File: src/rtl/axi_lite_reg_slave.sv
// AXI4-Lite register slave: read-only ID at register 0, byte-strobed R/W registers above it.
// Independent AW/W holding buffers, one outstanding write and one outstanding read.
module axi_lite_reg_slave #(
   parameter logic [31:0] BASE_ADDR = 32'h0000_0000,
   parameter int          NUM_REGS  = 16,
   parameter logic [31:0] ID_VALUE  = 32'hA11E_0001
) (
   input  logic        aclk,
   input  logic        areset_n,
   input  logic [31:0] awaddr,
   input  logic        awvalid,
   output logic        awready,
   input  logic [31:0] wdata,
   input  logic [3:0]  wstrb,
   input  logic        wvalid,
   output logic        wready,
   output logic [1:0]  bresp,
   output logic        bvalid,
   input  logic        bready,
   input  logic [31:0] araddr,
   input  logic        arvalid,
   output logic        arready,
   output logic [31:0] rdata,
   output logic [1:0]  rresp,
   output logic        rvalid,
   input  logic        rready
);

   localparam int         IDX_W  = $clog2(NUM_REGS);
   localparam logic [1:0] OKAY   = 2'b00;
   localparam logic [1:0] SLVERR = 2'b10;

   logic              ready_en;
   logic              aw_full;
   logic              w_full;
   logic [31:0]       aw_addr_q;
   logic [31:0]       w_data_q;
   logic [3:0]        w_strb_q;
   logic [31:0]       regs [NUM_REGS];

   logic              aw_hs;
   logic              w_hs;
   logic              ar_hs;
   logic              commit;
   logic [31:0]       wr_addr;
   logic [31:0]       wr_data;
   logic [3:0]        wr_strb;
   logic [31:0]       wr_off;
   logic [31:0]       rd_off;
   logic [IDX_W-1:0]  wr_idx;
   logic [IDX_W-1:0]  rd_idx;
   logic              wr_in_range;
   logic              rd_in_range;
   logic              unused_bits;

   // Readies stay low until the first clock edge after reset release.
   always_ff @(posedge aclk or negedge areset_n) begin
      if (!areset_n) ready_en <= 1'b0;
      else           ready_en <= 1'b1;
   end

   assign awready = ready_en & ~aw_full & ~bvalid;
   assign wready  = ready_en & ~w_full & ~bvalid;
   assign arready = ready_en & ~rvalid;

   assign aw_hs = awvalid & awready;
   assign w_hs  = wvalid & wready;
   assign ar_hs = arvalid & arready;

   // Commit uses the live channel when its buffer is empty, so a same-cycle
   // AW+W pair completes without first passing through the buffers.
   assign commit  = (aw_full | aw_hs) & (w_full | w_hs);
   assign wr_addr = aw_full ? aw_addr_q : awaddr;
   assign wr_data = w_full ? w_data_q : wdata;
   assign wr_strb = w_full ? w_strb_q : wstrb;

   assign wr_off      = wr_addr - BASE_ADDR;
   assign wr_idx      = wr_off[IDX_W+1:2];
   assign wr_in_range = (wr_off[31:IDX_W+2] == '0);

   assign rd_off      = araddr - BASE_ADDR;
   assign rd_idx      = rd_off[IDX_W+1:2];
   assign rd_in_range = (rd_off[31:IDX_W+2] == '0);

   assign unused_bits = ^{wr_off[1:0], rd_off[1:0]};

   always_ff @(posedge aclk or negedge areset_n) begin
      if (!areset_n) begin
         aw_full   <= 1'b0;
         w_full    <= 1'b0;
         aw_addr_q <= '0;
         w_data_q  <= '0;
         w_strb_q  <= '0;
         bvalid    <= 1'b0;
         bresp     <= OKAY;
         for (int i = 0; i < NUM_REGS; i++) regs[i] <= '0;
      end else begin
         if (bvalid && bready) bvalid <= 1'b0;
         if (commit) begin
            aw_full <= 1'b0;
            w_full  <= 1'b0;
            bvalid  <= 1'b1;
            bresp   <= wr_in_range ? OKAY : SLVERR;
            if (wr_in_range && (wr_idx != '0)) begin
               for (int b = 0; b < 4; b++) begin
                  if (wr_strb[b]) regs[wr_idx][8*b +: 8] <= wr_data[8*b +: 8];
               end
            end
         end else begin
            if (aw_hs) begin
               aw_full   <= 1'b1;
               aw_addr_q <= awaddr;
            end
            if (w_hs) begin
               w_full   <= 1'b1;
               w_data_q <= wdata;
               w_strb_q <= wstrb;
            end
         end
      end
   end

   // Reads sample the register array before any same-edge commit lands.
   always_ff @(posedge aclk or negedge areset_n) begin
      if (!areset_n) begin
         rvalid <= 1'b0;
         rdata  <= '0;
         rresp  <= OKAY;
      end else if (ar_hs) begin
         rvalid <= 1'b1;
         if (!rd_in_range) begin
            rdata <= '0;
            rresp <= SLVERR;
         end else if (rd_idx == '0) begin
            rdata <= ID_VALUE;
            rresp <= OKAY;
         end else begin
            rdata <= regs[rd_idx];
            rresp <= OKAY;
         end
      end else if (rvalid && rready) begin
         rvalid <= 1'b0;
      end
   end

endmodule
File: config.mk
export PLATFORM = sky130hd
export DESIGN_NAME = axi_lite_reg_slave
export DESIGN_NICKNAME = d
export VERILOG_FILES = /design/src/rtl/axi_lite_reg_slave.sv
export SDC_FILE = /design/constraint.sdc
export NUM_CORES = 1
export LEC_CHECK = 0
export ABC_AREA = 1
export CAP_MARGIN = 20
export CORE_ASPECT_RATIO = 1.75
export CORE_UTILIZATION = 61
export CTS_CLUSTER_DIAMETER = 150
export DETAILED_ROUTE_END_ITERATION = 6
export GPL_ROUTABILITY_DRIVEN = 0
export PLACE_DENSITY = 0.81
export SETUP_SLACK_MARGIN = 0.05
export SLEW_MARGIN = 20
export SYNTH_ARGS = -nofsm -noshare
export SYNTH_HDL_FRONTEND = slang
export SYNTH_SLANG_ARGS = --single-unit
File: constraint.sdc
create_clock -name aclk -period 2.6 [get_ports aclk]
set_input_delay 0.52 -clock aclk [delete_from_list [all_inputs] [get_ports aclk]]
set_output_delay 0.52 -clock aclk [all_outputs]
set_load 0.02 [all_outputs]
======== Yosys cells after proc, flatten, opt, wreduce, memory -nomap -nowiden ========
Cells that the tools add are included.
storage, ports and cells
  bits in registers ....................... 621
  logic and storage cells ................. 103
  output and inout bits ................... 41
operators by class
  mux-type cells .......................... 40
  order comparisons ....................... 3
  bitwise logic cells ..................... 18
  reduce and logical (&&, ||, !) cells .... 15
operators by type and width
  operator                                                     count
  2-to-1 mux 512 bit                                           10
  bitwise mux 512 bit                                          4
  demux 32 bit (select 4 bit)                                  4
  2-to-1 mux 32 bit                                            7
  binary-select mux 32 bit (select 4 bit)                      1
  logical NOT 26 bit                                           2
  2-to-1 mux 24 bit                                            1
  2-to-1 mux 16 bit                                            1
  >= comparator 5 bit (second input constant)                  2
  NOT 4 -> 5 bit                                               2
  AND 1 bit                                                    9
  2-to-1 mux 1 bit                                             8
  2-to-1 mux 8 bit                                             1
  nonzero test 2 bit                                           4
  AND reduction 2 bit                                          3
  less-than comparator 5 x 1 -> 1 bit (second input constant)  1
  NOT 1 bit                                                    5
  logical AND 1 bit                                            4
  logical NOT 4 bit                                            1
  2-to-1 mux 2 bit                                             2
  2-to-1 mux 4 bit                                             1
  nonzero test 4 bit                                           1
  OR 1 bit                                                     2

======== Logic depth before layout (Yosys ltp) ========
Gate-level depths: netlist of the first run.
  word-level depth ........................ 20
  mapped depth ............................ 13
  mapped depth without buffers ............ 11

======== Worst setup path before layout of the first run ========
No wires, ideal clock.
  path type ............................... reg-to-reg
  from .................................... register rvalid
  to ...................................... register rdata[10]
  period minus slack after synthesis ...... 2.050 ns
  required time ........................... 2.534 ns
  buffers on the path ..................... 1
  stages on the path, launching flop included .. 7
  data arrival time ....................... 1.985 ns
  slack ................................... 0.550 ns
  path through ............................ dfrtp_1 nor2_1 nand2_1 nor3b_1 clkbuf_1 nand2_1 nand2_1
on the way
  word-level cells in the longest chain between the ends .. 3
ends and longest elaborated chain
  element                 line  source
  start, declared         25    output logic rvalid,
  start signal, assigned  126   rvalid <= 1'b0;
  start signal, assigned  130   rvalid <= 1'b1;
  start signal, assigned  142   rvalid <= 1'b0;
  NOT 1 bit               64    assign arready = ready_en & ~rvalid;
  AND 1 bit               64
  net arready             22    output logic arready,
  AND 1 bit               68    assign ar_hs = arvalid & arready;
  end signal, assigned    138   rdata <= regs[rd_idx];
  end, declared           23    output logic [31:0] rdata,
The timed path passes the listed nets, and every way through them passes these cells.
A chain may end at the register's enable or synchronous reset.

======== Worst setup path in the final report of the first run ========
  from .................................... register ready_en
  to ...................................... output port arready
on the way
  word-level cells in the longest chain between the ends .. 1
ends and longest elaborated chain
  element                 line  source
  start, declared         33    logic ready_en;
  start signal, assigned  58    if (!areset_n) ready_en <= 1'b0;
  start signal, assigned  59    else ready_en <= 1'b1;
  AND 1 bit               64
  end, declared           22
Every way passes these cells.

==> flow_metrics.tcl, run 1 <==
set metrics [dict create \
    postCtsSetupBuffers 0 \
    post-route-period-util_pct 92.4 \
    synth.most_common_cell "nand2_1" \
    grt_pass1_wl_um 140000 \
    crit_type "flip-flop to output pin" \
    swShare_pct 32.8 \
    ant_nets 0 \
    crit_slowest_cell "clkdlybuf4s50_1" \
    diodes 0 \
    synth-seq-cells 613 \
    period_needed_ns 2.40 \
    cts_root_buf "clkbuf_16" \
    cp.arrival_ns 1.88 \
    p_seq_share_pct 42.2 \
    vias 27200 \
    synth.avg_cell_area_um2 7.62 \
    grt_antenna_before_repair 1 \
    clk_latency_ns 0.61 \
    clkTransAtPathRegs_ns 0.07 \
    routedWlPerCell_um 19.2 \
    ys_top_cells_by_count "nand2_1 (1522), dfrtp_1 (613), nand3_1 (583)" \
    setup_violations 0 \
    final_util_pct 72.9 \
    cp_slowest_stage_delay_ns 0.62 \
    r2r_setup_slack_ns 0.28 \
    synth_top_cell_area_share_pct 52.8 \
    portBuffers 141 \
    hold_viol 0 \
    cap_viol_max_count 0 \
    yosysTopAreaCell "dfrtp_1" \
    cts_made_buffers 54 \
    p_int_mw 16.5 \
    cts_max_level 2 \
    start_kind "flip-flop" \
    rows 105 \
    min_to "regs[490]" \
    synth_cells 3815 \
    grt_overflow_total 0 \
    fillers 3607 \
    synth_edf_count 0 \
    worstMarginPinSlew_ns 0.679 \
    wirelength_um 87900 \
    viasPerCell 5.94 \
    dieArea_mm2 0.0486 \
    cellPowerDensity_mw_per_mm2 717 \
    yosysUniqueCellTypes 32 \
    io_pins 148 \
    ir_drop_mv 0.665 \
    clkPwrFrac_pct 33.8 \
    path_max_fanout 2 \
    grt_pass1_vias 26900 \
    reg2reg_depth 11 \
    synth.area.top_cells "dfrtp_1 (53%), nand2_1 (20%), nand3_1 (10%)" \
    die_w_um 167 \
    r2r_start "bvalid" \
    drt_iter0_markers 2603 \
    status "finished with violations" \
    drcViolationCount 1 \
    min_path_cells 0 \
    grt_max_degree 89 \
    cts_tree "yes" \
    r2r_end "regs[240]" \
    seq_area_frac_synth_pct 52.8 \
    synth_flop_cell "dfrtp_1" \
    syn_to_final_growth_pct 17.5 \
    slew_violations 0 \
    hp-class "flip-flop to flip-flop" \
    power_frac_comb_pct 23.9 \
    worst_ep_required_time_ns 2.08 \
    place_area_mm2 0.0324 \
    relSlewSlack_pct 54.2 \
    dpl.hpwl_um 57800 \
    synthArstFlopShare_pct 100 \
    rsz0062_at_grt "no" \
    clk_path_buf_depth 3 \
    die_h_um 291 \
    groute.usage.overall_pct 36.8 \
    endpoint_kind "output pin" \
    clock-sinks 613 \
    finalPower_mw 24.5 \
    max_freq_mhz 416 \
    nNetsFinal 4065 \
    cp_cell_sequence "inv_1, nor2_1, clkdlybuf4s50_1" \
    firstDrtPassIters 7 \
    mappedNetlistArea_mm2 0.0291 \
    hp-start "regs[490]" \
    drive_above_1_share_pct 9.18 \
    core_area_mm2 0.0469 \
    power.switching_mw 8.02 \
    start_util_pct 62.0 \
    fin_skew_ns 0.0309 \
    finalInstanceArea_mm2 0.0342 \
    ys_warn_count 0 \
    violations "design-rule violations" \
    p_leak_nw 17.7 \
]
-- cell families after synthesis --
family | count (synthesis) | share of synthesized area [%]
AND/OR/NAND/NOR | 2370 | 33.7
flip-flops | 613 | 52.8
buffers and inverters | 411 | 5.52
AO/OA/AOI/OAI | 400 | 7.28
multiplexers | 19 | 0.736
other | 2 | 0.0258
-- layout make-up --
class | count | area, um2 | area share [%]
Sequential cell | 613 | 15300 | 44.9
Inverter | 129 | 489 | 1.43
Multi-Input combinational cell | 2792 | 12200 | 35.7
Clock inverter | 19 | 230 | 0.674
Tap cell | 588 | 736 | 2.15
Timing Repair Buffer | 368 | 3610 | 10.6
Clock buffer | 76 | 1570 | 4.58
-- cells in the final DEF (no fill, tap or decap), types with 2 or more instances in the layout --
master / instances
bufinv_16: 5
inv_6: 3
o211ai_1: 35
nor4_1: 2
buf_4: 187
dfrtp_1: 612
buf_12: 39
nor2_1: 193
a21oi_1: 79
nand4_1: 37
nand2_1: 1522
o21ai_1: 38
mux2_2: 19
conb_1: 3
clkbuf_16: 55
clkdlybuf4s50_1: 135
dlymetal6s2s_1: 2
o21ai_0: 231
clkinv_2: 11
nor2_4: 8
nand3_1: 582
nand2_2: 2
clkinv_1: 3
nor3_1: 4
inv_2: 4
clkbuf_1: 10
inv_1: 121
nor2_2: 14
buf_2: 2
a21boi_0: 4
o22ai_1: 11
clkbuf_8: 12
-- worst max-delay path by stage --
stage                from         to  slack (ns)  cells after the start
6_report         ready_en    arready        0.20                      3
5_1_grt            bvalid  regs[454]        0.11                     11
4_1_cts            bvalid     wready        0.09                      4
3_5_place_dp       wvalid  regs[243]       -0.09                     11
3_3_place_gp   awaddr[11]  regs[468]       -0.06                     12
2_1_floorplan      rvalid  rdata[10]        0.55                      6
-- critical path, delay by kind of cell, from the launching register on --
kind	cells	cell delay, ns
buffers and inverters	2	0.77
flip-flops	1	0.36
AND/OR/NAND/NOR	1	0.16
-- registers in the layout, indices dropped and copies added, names as in the netlist --
name and count:
regs 508, rdata 32, w_data_q 32, aw_addr_q 30, w_strb_q 4, aw_full 1, bresp 1, bvalid 1
ready_en 1, rresp 1, rvalid 1, w_full 1
-- what timing repair did --
| item | 4_1_cts | 5_1_grt |
|---|---|---|
| hold buffers | 1 | 0 |
| hold endpoints to repair | 34 | 0 |
| resized for setup | 0 | 2 |
| setup endpoints to repair | 0 | 2 |
-- routing by layer --
metal / track usage [%] / wire (um)
met5: 0 / 10
met1: 44.2 / 31600
met4: 22.1 / 5400
met2: 61.5 / 42900
met3: 6.67 / 7990
-- power by group through the flow --
| stage | logic [mW] | registers [mW] | clock network (mW) |
|---|---|---|---|
| final | 5.86 | 10.3 | 8.29 |
| after global placement | 5.60 | 10.5 | 0 |
| after floorplan | 2.83 | 10.5 | 0 |
| after detailed placement | 5.68 | 10.5 | 0 |
| after CTS | 5.73 | 10.3 | 8.33 |
| after global routing | 6.21 | 10.4 | 8.65 |
-- through the flow --
step | hold WS (ns) | instances | setup slack (ns) | TNS [ns]
after CTS | 0.380 | 4585 | 0.0886 | 0
after global routing | 0.385 | 4585 | 0.113 | 0
after detailed placement | 0.366 | 4489 | -0.0918 | -13.43
after global placement | 0.365 | 4489 | -0.0647 | -2.82
final | 0.376 | 4585 | 0.199 | 0
after floorplan | 0.224 | 3816 | 0.550 | 0
No activity file was read; power rests on OpenSTA's default activity.
==> run 2, diff against run 1 <==
--- a/config.mk
+++ b/config.mk
@@ -12,8 +12,8 @@
 export CTS_CLUSTER_DIAMETER = 150
 export DETAILED_ROUTE_END_ITERATION = 6
 export GPL_ROUTABILITY_DRIVEN = 0
-export PLACE_DENSITY = 0.81
-export SETUP_SLACK_MARGIN = 0.05
+export PLACE_DENSITY = 0.82
+export SETUP_SLACK_MARGIN = 0.1
 export SLEW_MARGIN = 20
 export SYNTH_ARGS = -nofsm -noshare
 export SYNTH_HDL_FRONTEND = slang
==> flow_metrics.tcl, run 2 (same netlist as run 1, synthesis figures left out) <==
set metrics [dict create \
    drcViolationCount 0 \
    top_register "regs" \
    endpoint_kind "output pin" \
    routedWlPerCell_um 19.0 \
    max_freq_mhz 426 \
    place_area_mm2 0.0322 \
    nNetsFinal 4053 \
    portBuffers 141 \
    dpl.hpwl_um 57700 \
    dp.cells 4477 \
    drive_above_1_share_pct 8.98 \
    hp-class "flip-flop to flip-flop" \
    start_util_pct 62.0 \
    die_w_um 167 \
    min_path_cells 0 \
    cellPowerDensity_mw_per_mm2 716 \
    grt_antenna_before_repair 2 \
    instances_no_fill 4575 \
    reg.largest.list "regs (508), rdata (32), w_data_q (32)" \
    swShare_pct 32.5 \
    setup_violations 0 \
    worstMarginPinSlew_ns 0.832 \
    cts_tree "yes" \
    path_max_fanout 2 \
    cp.arrival_ns 1.83 \
    path_delay_family "buffers and inverters" \
    p_leak_nw 17.6 \
    hold_viol 0 \
    grt_max_degree 95 \
    power.switching_mw 7.93 \
    final_util_pct 72.6 \
    cap_viol_max_count 0 \
    io_pins 148 \
    fin_skew_ns 0.0287 \
    post-route-period-util_pct 90.4 \
    viasPerCell 5.95 \
    die_h_um 291 \
    cp_cell_sequence "inv_1, nor2_1, clkdlybuf4s50_1" \
    dieArea_mm2 0.0486 \
    cp.depth 3 \
    finalInstanceArea_mm2 0.0341 \
    cp_slowest_stage_delay_ns 0.61 \
    ant_nets 0 \
    grt_overflow_total 0 \
    syn_to_final_growth_pct 17.2 \
    vias 27200 \
    rsz0062_at_grt "no" \
    crit_type "flip-flop to output pin" \
    crit_slowest_cell "clkdlybuf4s50_1" \
    p_seq_share_pct 42.4 \
    grt_pass1_wl_um 139000 \
    rows 105 \
    power_frac_comb_pct 23.6 \
    worst_ep_required_time_ns 2.08 \
    relSlewSlack_pct 44.0 \
    final_common_cell "nand2_1" \
    start_kind "flip-flop" \
    wirelength_um 86800 \
    drt_iter0_markers 2840 \
    clkPwrFrac_pct 33.9 \
    clock-sinks 613 \
    core_area_mm2 0.0469 \
    clk_path_buf_depth 3 \
    period_needed_ns 2.35 \
    p_int_mw 16.5 \
    reg2reg_depth 12 \
    setup_tns_ns 0 \
    clkTransAtPathRegs_ns 0.06 \
    ir_drop_mv 0.649 \
    grt_pass1_vias 27000 \
    slew_violations 0 \
    firstDrtPassIters 6 \
    cts_root_buf "clkbuf_16" \
    clk_latency_ns 0.61 \
    groute.usage.overall_pct 36.4 \
    fillers 3614 \
    largest_reg_flops 508 \
    path_buf_inv 2 \
    cts_max_level 2 \
    status "complete, no violations" \
    cts_made_buffers 54 \
    mostFrequentLayoutCells "nand2_1 (1522), dfrtp_1 (611), nand3_1 (582)" \
]
[run 2: final cells by class]
| class | instances | area (um2) | area share [%] |
|---|---|---|---|
| Antenna cell | 1 | 2.50 | 0.00734 |
| Clock buffer | 77 | 1610 | 4.73 |
| Clock inverter | 19 | 201 | 0.591 |
| Inverter | 129 | 489 | 1.44 |
| Multi-Input combinational cell | 2792 | 12200 | 35.9 |
| Sequential cell | 613 | 15300 | 45.0 |
| Tap cell | 588 | 736 | 2.16 |
| Timing Repair Buffer | 356 | 3470 | 10.2 |
[run 2: final timing paths]
kind | startpoint | end | slack [ns]
min reg2reg | regs[499] | regs[499] | 0.38
max | ready_en | arready | 0.25
min | regs[499] | regs[499] | 0.38
min in group asynchronous | areset_n | regs[10] | 0.46
max in group asynchronous | areset_n | regs[469] | 1.22
max reg2reg | aw_full | regs[479] | 0.30
[run 2: repair_timing]
action | in CTS | in global routing
resized for setup | 3 | 0
hold buffers | 1 | 0
hold endpoints to repair | 33 | 0
endpoints found under the setup margin | 2 | 0
buffers inserted | 0 | 0
[run 2: power by group through the flow]
stage / Combinational [mW] / Sequential (mW) / Clock [mW]
2_1_floorplan: 2.83 / 10.5 / 0
3_3_place_gp: 5.53 / 10.5 / 0
3_5_place_dp: 5.61 / 10.5 / 0
4_1_cts: 5.63 / 10.3 / 8.33
5_1_grt: 6.11 / 10.4 / 8.67
6_report: 5.76 / 10.3 / 8.27
[run 2: through the flow]
step | worst slack, ns | hold slack [ns] | total power [mW]
6_report | 0.250 | 0.380 | 24.4
5_1_grt | 0.113 | 0.387 | 25.2
4_1_cts | 0.250 | 0.381 | 24.3
3_5_place_dp | -0.0974 | 0.366 | 16.1
3_3_place_gp | -0.0158 | 0.365 | 16.0
2_1_floorplan | 0.550 | 0.224 | 13.3
[run 2: routing by layer]
layer | part of all wire [%] | vias up | track usage, %
met5 | 0.017 | - | 0
met4 | 6.2 | 2 | 22.9
li1 | - | 12500 | -
met1 | 35 | 12800 | 42.8
met2 | 49 | 1529 | 61.6
met3 | 9.2 | 365 | 6.28
